===== src/rtl/id_ex_stage.sv =====
`default_nettype none
// ============================================================================
// Module      : id_ex_stage
// Description : RV32I ID/EX pipeline register with load-use hazard detection,
//               bubble insertion, flush handling and a saturating bubble count.
// Revision    : 1.0 - initial release
// ============================================================================
module id_ex_stage #(
    parameter int XLEN  = 32,
    parameter int CNT_W = 16
) (
    input  logic             clk,
    input  logic             rst_n,
    input  logic             id_valid_in,
    input  logic             flush_in,
    input  logic             mem_rd_in,
    input  logic             mem_wr_in,
    input  logic             reg_wr_in,
    input  logic             mux_reg_wr_in,
    input  logic             jump_in,
    input  logic             branch_in,
    input  logic             jalr_in,
    input  logic [1:0]       ula_op_in,
    input  logic [1:0]       alu_src1_in,
    input  logic [1:0]       alu_src2_in,
    input  logic [XLEN-1:0]  pc_in,
    input  logic [XLEN-1:0]  rs1_data_in,
    input  logic [XLEN-1:0]  rs2_data_in,
    input  logic [XLEN-1:0]  imm_in,
    input  logic [4:0]       rs1_in,
    input  logic [4:0]       rs2_in,
    input  logic [4:0]       rd_in,
    input  logic [2:0]       funct3_in,
    input  logic             funct7b5_in,
    output logic             mem_rd_out,
    output logic             mem_wr_out,
    output logic             reg_wr_out,
    output logic             mux_reg_wr_out,
    output logic             jump_out,
    output logic             branch_out,
    output logic             jalr_out,
    output logic [1:0]       ula_op_out,
    output logic [1:0]       alu_src1_out,
    output logic [1:0]       alu_src2_out,
    output logic [XLEN-1:0]  pc_out,
    output logic [XLEN-1:0]  rs1_data_out,
    output logic [XLEN-1:0]  rs2_data_out,
    output logic [XLEN-1:0]  imm_out,
    output logic [4:0]       rs1_out,
    output logic [4:0]       rs2_out,
    output logic [4:0]       rd_out,
    output logic [2:0]       funct3_out,
    output logic             funct7b5_out,
    output logic             ex_valid_out,
    output logic             stall_out,
    output logic [CNT_W-1:0] bubble_cnt_out
);

    // Control word held in EX
    logic             r_mem_rd, r_mem_wr, r_reg_wr, r_mux_reg_wr;
    logic             r_jump, r_branch, r_jalr, r_ex_valid;
    logic [1:0]       r_ula_op, r_alu_src1, r_alu_src2;
    // Datapath fields held in EX
    logic [XLEN-1:0]  r_pc, r_rs1_data, r_rs2_data, r_imm;
    logic [4:0]       r_rs1, r_rs2, r_rd;
    logic [2:0]       r_funct3;
    logic             r_funct7b5;
    logic [CNT_W-1:0] r_bubble_cnt;

    logic             w_haz;
    logic             w_bubble;
    logic             w_reg_wr_san;

    // Load-use detection against the load sitting in EX; rs2 is always compared
    always_comb begin
        w_haz        = r_ex_valid & r_mem_rd & (r_rd != 5'd0) & id_valid_in &
                       ((r_rd == rs1_in) | (r_rd == rs2_in));
        w_bubble     = flush_in | w_haz;
        w_reg_wr_san = reg_wr_in & ~branch_in & ~mem_wr_in &
                       (rd_in != 5'd0) & id_valid_in;
    end

    // Control capture: flush or hazard inserts a bubble, otherwise load
    always_ff @(posedge clk or negedge rst_n) begin
        if (!rst_n) begin
            r_mem_rd     <= 1'b0;
            r_mem_wr     <= 1'b0;
            r_reg_wr     <= 1'b0;
            r_mux_reg_wr <= 1'b0;
            r_jump       <= 1'b0;
            r_branch     <= 1'b0;
            r_jalr       <= 1'b0;
            r_ula_op     <= 2'b00;
            r_alu_src1   <= 2'b00;
            r_alu_src2   <= 2'b00;
            r_ex_valid   <= 1'b0;
        end else if (w_bubble || !id_valid_in) begin
            r_mem_rd     <= 1'b0;
            r_mem_wr     <= 1'b0;
            r_reg_wr     <= 1'b0;
            r_mux_reg_wr <= 1'b0;
            r_jump       <= 1'b0;
            r_branch     <= 1'b0;
            r_jalr       <= 1'b0;
            r_ula_op     <= 2'b00;
            r_alu_src1   <= 2'b00;
            r_alu_src2   <= 2'b00;
            r_ex_valid   <= 1'b0;
        end else begin
            r_mem_rd     <= mem_rd_in;
            r_mem_wr     <= mem_wr_in;
            r_reg_wr     <= w_reg_wr_san;
            r_mux_reg_wr <= mux_reg_wr_in;
            r_jump       <= jump_in;
            r_branch     <= branch_in;
            r_jalr       <= jalr_in;
            r_ula_op     <= ula_op_in;
            r_alu_src1   <= alu_src1_in;
            r_alu_src2   <= alu_src2_in;
            r_ex_valid   <= 1'b1;
        end
    end

    // Datapath fields load every edge; they are meaningless while EX is invalid
    always_ff @(posedge clk or negedge rst_n) begin
        if (!rst_n) begin
            r_pc       <= '0;
            r_rs1_data <= '0;
            r_rs2_data <= '0;
            r_imm      <= '0;
            r_rs1      <= 5'd0;
            r_rs2      <= 5'd0;
            r_rd       <= 5'd0;
            r_funct3   <= 3'd0;
            r_funct7b5 <= 1'b0;
        end else begin
            r_pc       <= pc_in;
            r_rs1_data <= rs1_data_in;
            r_rs2_data <= rs2_data_in;
            r_imm      <= imm_in;
            r_rs1      <= rs1_in;
            r_rs2      <= rs2_in;
            r_rd       <= rd_in;
            r_funct3   <= funct3_in;
            r_funct7b5 <= funct7b5_in;
        end
    end

    // Count hazard bubbles only (a flush takes precedence and is not counted)
    always_ff @(posedge clk or negedge rst_n) begin
        if (!rst_n) begin
            r_bubble_cnt <= '0;
        end else if (w_haz && !flush_in && (r_bubble_cnt != {CNT_W{1'b1}})) begin
            r_bubble_cnt <= r_bubble_cnt + 1'b1;
        end
    end

    assign mem_rd_out     = r_mem_rd;
    assign mem_wr_out     = r_mem_wr;
    assign reg_wr_out     = r_reg_wr;
    assign mux_reg_wr_out = r_mux_reg_wr;
    assign jump_out       = r_jump;
    assign branch_out     = r_branch;
    assign jalr_out       = r_jalr;
    assign ula_op_out     = r_ula_op;
    assign alu_src1_out   = r_alu_src1;
    assign alu_src2_out   = r_alu_src2;
    assign pc_out         = r_pc;
    assign rs1_data_out   = r_rs1_data;
    assign rs2_data_out   = r_rs2_data;
    assign imm_out        = r_imm;
    assign rs1_out        = r_rs1;
    assign rs2_out        = r_rs2;
    assign rd_out         = r_rd;
    assign funct3_out     = r_funct3;
    assign funct7b5_out   = r_funct7b5;
    assign ex_valid_out   = r_ex_valid;
    assign stall_out      = w_haz & ~flush_in;
    assign bubble_cnt_out = r_bubble_cnt;

endmodule
`default_nettype wire


===== config.mk =====
export PLATFORM = sky130hd
export DESIGN_NAME = id_ex_stage
export DESIGN_NICKNAME = d
export VERILOG_FILES = /design/src/rtl/id_ex_stage.sv
export SDC_FILE = /design/constraint.sdc
export NUM_CORES = 1
export LEC_CHECK = 0
export ABC_AREA = 0
export BUFFER_PORTS_ARGS = -buffer_cell sky130_fd_sc_hd__buf_4
export CAP_MARGIN = 20
export CORE_AREA = 2 2 132 134
export DETAILED_ROUTE_END_ITERATION = 8
export DIE_AREA = 0 0 134 136
export SLEW_MARGIN = 20
export SYNTH_ARGS = -nofsm -noshare
export SYNTH_HDL_FRONTEND = slang
export SYNTH_SLANG_ARGS = --single-unit

===== constraint.sdc =====
create_clock -name clk -period 2 [get_ports clk]
set_clock_uncertainty 0.2 [all_clocks]
set_input_delay 0.2 -clock clk [delete_from_list [all_inputs] [get_ports clk]]
set_output_delay 0.2 -clock clk [all_outputs]
set_load 0.02 [all_outputs]

# Word level (Yosys, flattened, before mapping)
# Cells that the tools add are included.
word_totals:
  reg_bits: 177
  latch_bits: 0
  mem_bits_rw: 0
  mem_bits_ro: 0
  inputBits: 164
  out_inout_bits: 178
  wordCells: 57
  memories: 0
classes:
  n_addsub: 1
  n_mul: 0
  n_div: 0
  magnitude_cmp: 0
  eq_ne: 3
  shifts: 0
  mux: 11
  bitwise: 14
  n_reduce_logical: 7
op_table:
  columns: ["cell", "count"]
  rows:
  - ["16-bit by 1-bit adder with 16-bit output (second input constant)", 1]
  - ["16-bit inequality test (second input constant)", 1]
  - ["5-bit == test", 2]
  - ["5-bit nonzero test", 2]
  - ["1-bit AND", 9]
  - ["1-bit 2-to-1 mux", 8]
  - ["2-bit 2-to-1 mux", 3]
  - ["1-bit NOT", 3]
  - ["1-bit logical AND", 2]
  - ["1-bit logical NOT", 2]
  - ["1-bit bitwise OR", 2]
  - ["1-bit logical OR", 1]

# Logic depth before layout (Yosys ltp)
depth:
  depth_word: 7
  depth_mapped: 6
  depth_no_buf: 6

# Worst setup path before layout
# OpenSTA, ideal clock, no wires.
synth_path:
  path_type: "register -> register"
  start: "reg r_rd[1] (netlist: rd_out[1])"
  end: "reg r_bubble_cnt[1] (netlist: bubble_cnt_out[1])"
  t_arrival_ns: 1.770
  required_time_ns: 1.672
  setup_slack_ns: -0.097
  path_stages_with_launch: 6
  path_buffers: 0
  path_cell_list: "dfrtp_1 > or4_4 > o211ai_2 > nor2_1 > nand3_1 > mux2_1"
synth_via:
  elab_chain_cells: 6
synth_rtl:
  columns: ["item", "line", "source"]
  rows:
  - ["start: declaration", "65", "logic [4:0] r_rs1, r_rs2, r_rd;"]
  - ["start signal: assignment", "143", "r_rd <= rd_in;"]
  - ["5-bit nonzero test", "76", "w_haz = r_ex_valid & r_mem_rd & (r_rd != 5'd0) & id_valid_in &"]
  - ["1-bit AND (2 in series)", "76", null]
  - ["1-bit AND *", "76", null]
  - ["1-bit logical AND * (2 in series)", "153", "end else if (w_haz && !flush_in && (r_bubble_cnt != {CNT_W{1'b1}})) begin"]
  - ["end signal: assignment", "154", "r_bubble_cnt <= r_bubble_cnt + 1'b1;"]
  - ["end: declaration", "68", "logic [CNT_W-1:0] r_bubble_cnt;"]
# Every way passes the cells marked *; elsewhere a longest branch is shown, timed or not.
# A chain may end at the register's enable or synchronous reset.

# Final worst setup path
layout_path:
  start: "reg r_rd[1] (netlist: rd_out[1])"
  end: "out stall_out"
layout_via:
  elab_chain_cells: 5
layout_rtl:
  columns: ["item", "line", "source"]
  rows:
  - ["5-bit nonzero test", "76", null]
  - ["1-bit AND (2 in series)", "76", null]
  - ["1-bit AND *", "76", null]
  - ["1-bit AND *", "178", "assign stall_out = w_haz & ~flush_in;"]
  - ["end: declaration", "55", "output logic stall_out,"]
# Marks and branches as above.

==> run summary <==
R2R Path Start - rd_out[1]
Worst hold slack - 112 ps
Final-report max-slew violation count - 0
Switching portion of total power - 24.7%
Post-Syn Area - 5140 um^2
Ranking of synthesized cells by area - dfrtp_1, xnor2_1, and2_1
FF/Latch Area - 4430 um^2
Distinct cell type count after synthesis - 27
Vias - 4397
YS warnings - 0
Worst Path Required - 1600 ps
R2R depth - 6
Reg-to-reg setup timing slack - -110 ps
Gpl congestion - 0.817
Tcrit/Tclk final - 116%
Leakage - 0.00503 uW
Drt first-iter violations - 129
DR pass1 iterations - 4
Fmax achieved - 0.431 GHz
Crit-path leading delay family - simple AND/OR/NAND/NOR gates
Starting density of the core - 30.5%
Nets@finish - 978
Post-Synthesis Cells - 278
Antenna violations before repair - 0
Total track usage - 20.3%
Combinational family with the most area after synthesis - simple AND/OR/NAND/NOR gates
FF-to-FF End - bubble_cnt_out[12]
Worst slew pin tran - 544 ps
Port Buffers - 341
Largest net degree at the start of global routing - 55
Post-synth top area share - 86.1%
Setup violators final - 9
Clock root buffer - clkbuf_16
Critical Path End Type - primary output
Placed cells - 856
Crit path DAT - 1920 ps
Final WL - 18200 um
Hold Path Class - in -> async
RSZ-0062 raised after global routing - true
Post-route cell area - 10400 um^2
Synth Flop Type - dfrtp_1
Num CTS Buffers - 17
Pre-CTS setup slack - -4.32 ps
Die ar. - 18200 um^2
Reg clk slew, reported paths - 70 ps
NetSw - 2070 uW
Slowest cell delay on critical path - 560 ps
Die width - 134 um
Sequential fraction of design power - 45.4%
Worst skew pair latency - 420 ps
Htree depth - 4
Post-Syn Area per Cell - 18.5 um^2
Slack of the critical path - -322 ps
Hold Vio Cnt, Final - 0
Failing checks - negative setup slack
Share of post-route cells with drive strength above 1 - 48.7%
Diodes inserted - 0
Synth Area in Compound Gates - 1.17%
Cell with the most instances after synthesis - dfrtp_1
Clk sinks - 177
CP max stage cell - or4_4
Ys async rst share - 100%
Setup crit start kind - flip-flop
Crit Path Max Fanout - 2
Instance count on the critical path - 5
Global-route wire length before repair - 27600 um
Critical-path cell list - or4_4, o211ai_4, nor2_4, and2_4, buf_6
Clock power share - 40.4%
Sequential-to-total area share from yosys stat - 86.1%
Layout area overhead - 102%
Gate power share - 14.2%
Synth area leader - dfrtp_1
Post-synth EDFFs - 0
Pwr dens - 803 nW/um^2
DPL Wire Length - 12500 um
Routed length per instance - 17.3 um
Synth Area in Simple Gates - 7.27%
Top cells by count, synth - dfrtp_1, xnor2_1, and2_1
Vias in the first global route - 4974
Final ANT Viol Nets - 0
CP bufs+invs - 1
Filler cells - 1273
CP endpoint - stall_out
Multi-input gate area - 719 um^2
Die height - 136 um
Synth Area in XOR/XNOR - 4.09%
Mux cell area share after synthesis - 0.438%
Core area - 16900 um^2
Peak VDD IR - 0.569 mV
Drt drc - 0
MaxCap Viol Count - 0
Cell Rows - 48
Finished Core Util - 61.7%
Syn nets - 443
Crit Path Category - reg -> out
Max clock buf depth - 2
Internal power - 6290 uW
Via density - 4.18
Area after DPL - 8150 um^2
Slew headroom - 63.7%
Min Clock Period, post-route - 2320 ps
Adder-Cell Fraction of Synth Area - 0.243%
Status - finished with violations
Grt total ovfl - 0
Crit. Startpoint - rd_out[1]
Post-synthesis sequential element count - 177
CTS tree - built
Final std cells w/o fill - 1051
# IOs - 342
## placed cells by master (no fill, tap or decap), types with 2 or more instances in the layout
cell / count
nand4b_1: 2
nor3b_1: 2
buf_6: 4
xnor2_1: 24
nand3_1: 9
dlygate4sd3_1: 161
dfrtp_2: 2
nor3_1: 3
bufinv_16: 2
clkinvlp_4: 5
nand4_1: 10
inv_8: 5
dfrtp_1: 175
mux2_4: 2
inv_6: 2
nor2_1: 3
inv_1: 2
clkbuf_16: 17
o211a_1: 2
and3_1: 2
buf_12: 4
and2_1: 13
buf_4: 350
nand2_1: 9
## kinds of logic after synthesis
group,count (synthesis)
flops,177
simple gates,63
xor+xnor,24
compound gates,6
buf+inv,5
mux,2
fa+ha+maj,1
## per-stage QoR
| step | total power (uW) | setup TNS, ps |
|---|---|---|
| floorplan | 4120 | -110 |
| global placement | 4760 | 0 |
| detailed placement | 4780 | -8.31 |
| CTS | 8440 | -870 |
| global route | 8700 | -1500 |
| finish | 8350 | -619 |
## registers in the layout (all words and copies together), names as in the netlist, 2 cells and up
name            flops
rs2_data_out       32
ula_op_out          2
rd_out              5
rs1_out             5
alu_src1_out        2
rs2_out             5
alu_src2_out        2
pc_out             32
imm_out            32
funct3_out          3
rs1_data_out       32
bubble_cnt_out     16
## power groups by stage
stage / clock network, uW / logic [uW] / registers [uW]
after global placement: 0 / 906 / 3860
final: 3370 / 1190 / 3800
after floorplan: 0 / 46.9 / 4080
after detailed placement: 0 / 920 / 3860
after CTS: 3460 / 1190 / 3790
after global routing: 3630 / 1250 / 3810
## worst min path at each step
| stage | startpoint | to | slack [ps] | cells after the start |
|---|---|---|---|---|
| 2_1_floorplan | rst_n | alu_src1_out[0] | -300 | 0 |
| 4_1_cts | rst_n | alu_src1_out[1] | 130 | 2 |
| 3_3_place_gp | rst_n | alu_src2_out[1] | 6 | 1 |
| 6_report | rst_n | rs1_data_out[1] | 110 | 2 |
| 3_5_place_dp | rst_n | alu_src2_out[1] | 20 | 1 |
| 5_1_grt | rst_n | alu_src1_out[1] | 150 | 2 |
## worst reg2reg max path: cells and delay by family, from the launching register on
family,cells,cell delay [ps]
compound gates,1,210
buf+inv,1,150
flops,1,400
mux,1,300
simple gates,3,730
## final cells by class
class	instances	area share (%)
clock buffer	18	4.12
inverter	2	0.0721
clock inverter	14	1.65
multi-input combinational	96	6.91
timing repair buffer	519	41.9
sequential	177	42.6
tap	225	2.71
## timing repair
action | 4_1_cts | 5_1_grt
gates resized for setup | 5 | 2
hold buffers | 161 | 0
setup buffers | 1 | 1
endpoints found under the hold margin | 336 | 0
setup endpoints to repair | 3 | 16
pin swaps | 9 | 11
## metal layers
metal	routed length (um)	track usage, %
met3	1360	6.56
met5	0	0
met2	9600	36.0
met1	6700	22.3
met4	550	8.69
Note: power is estimated with default switching activity, not from simulation.
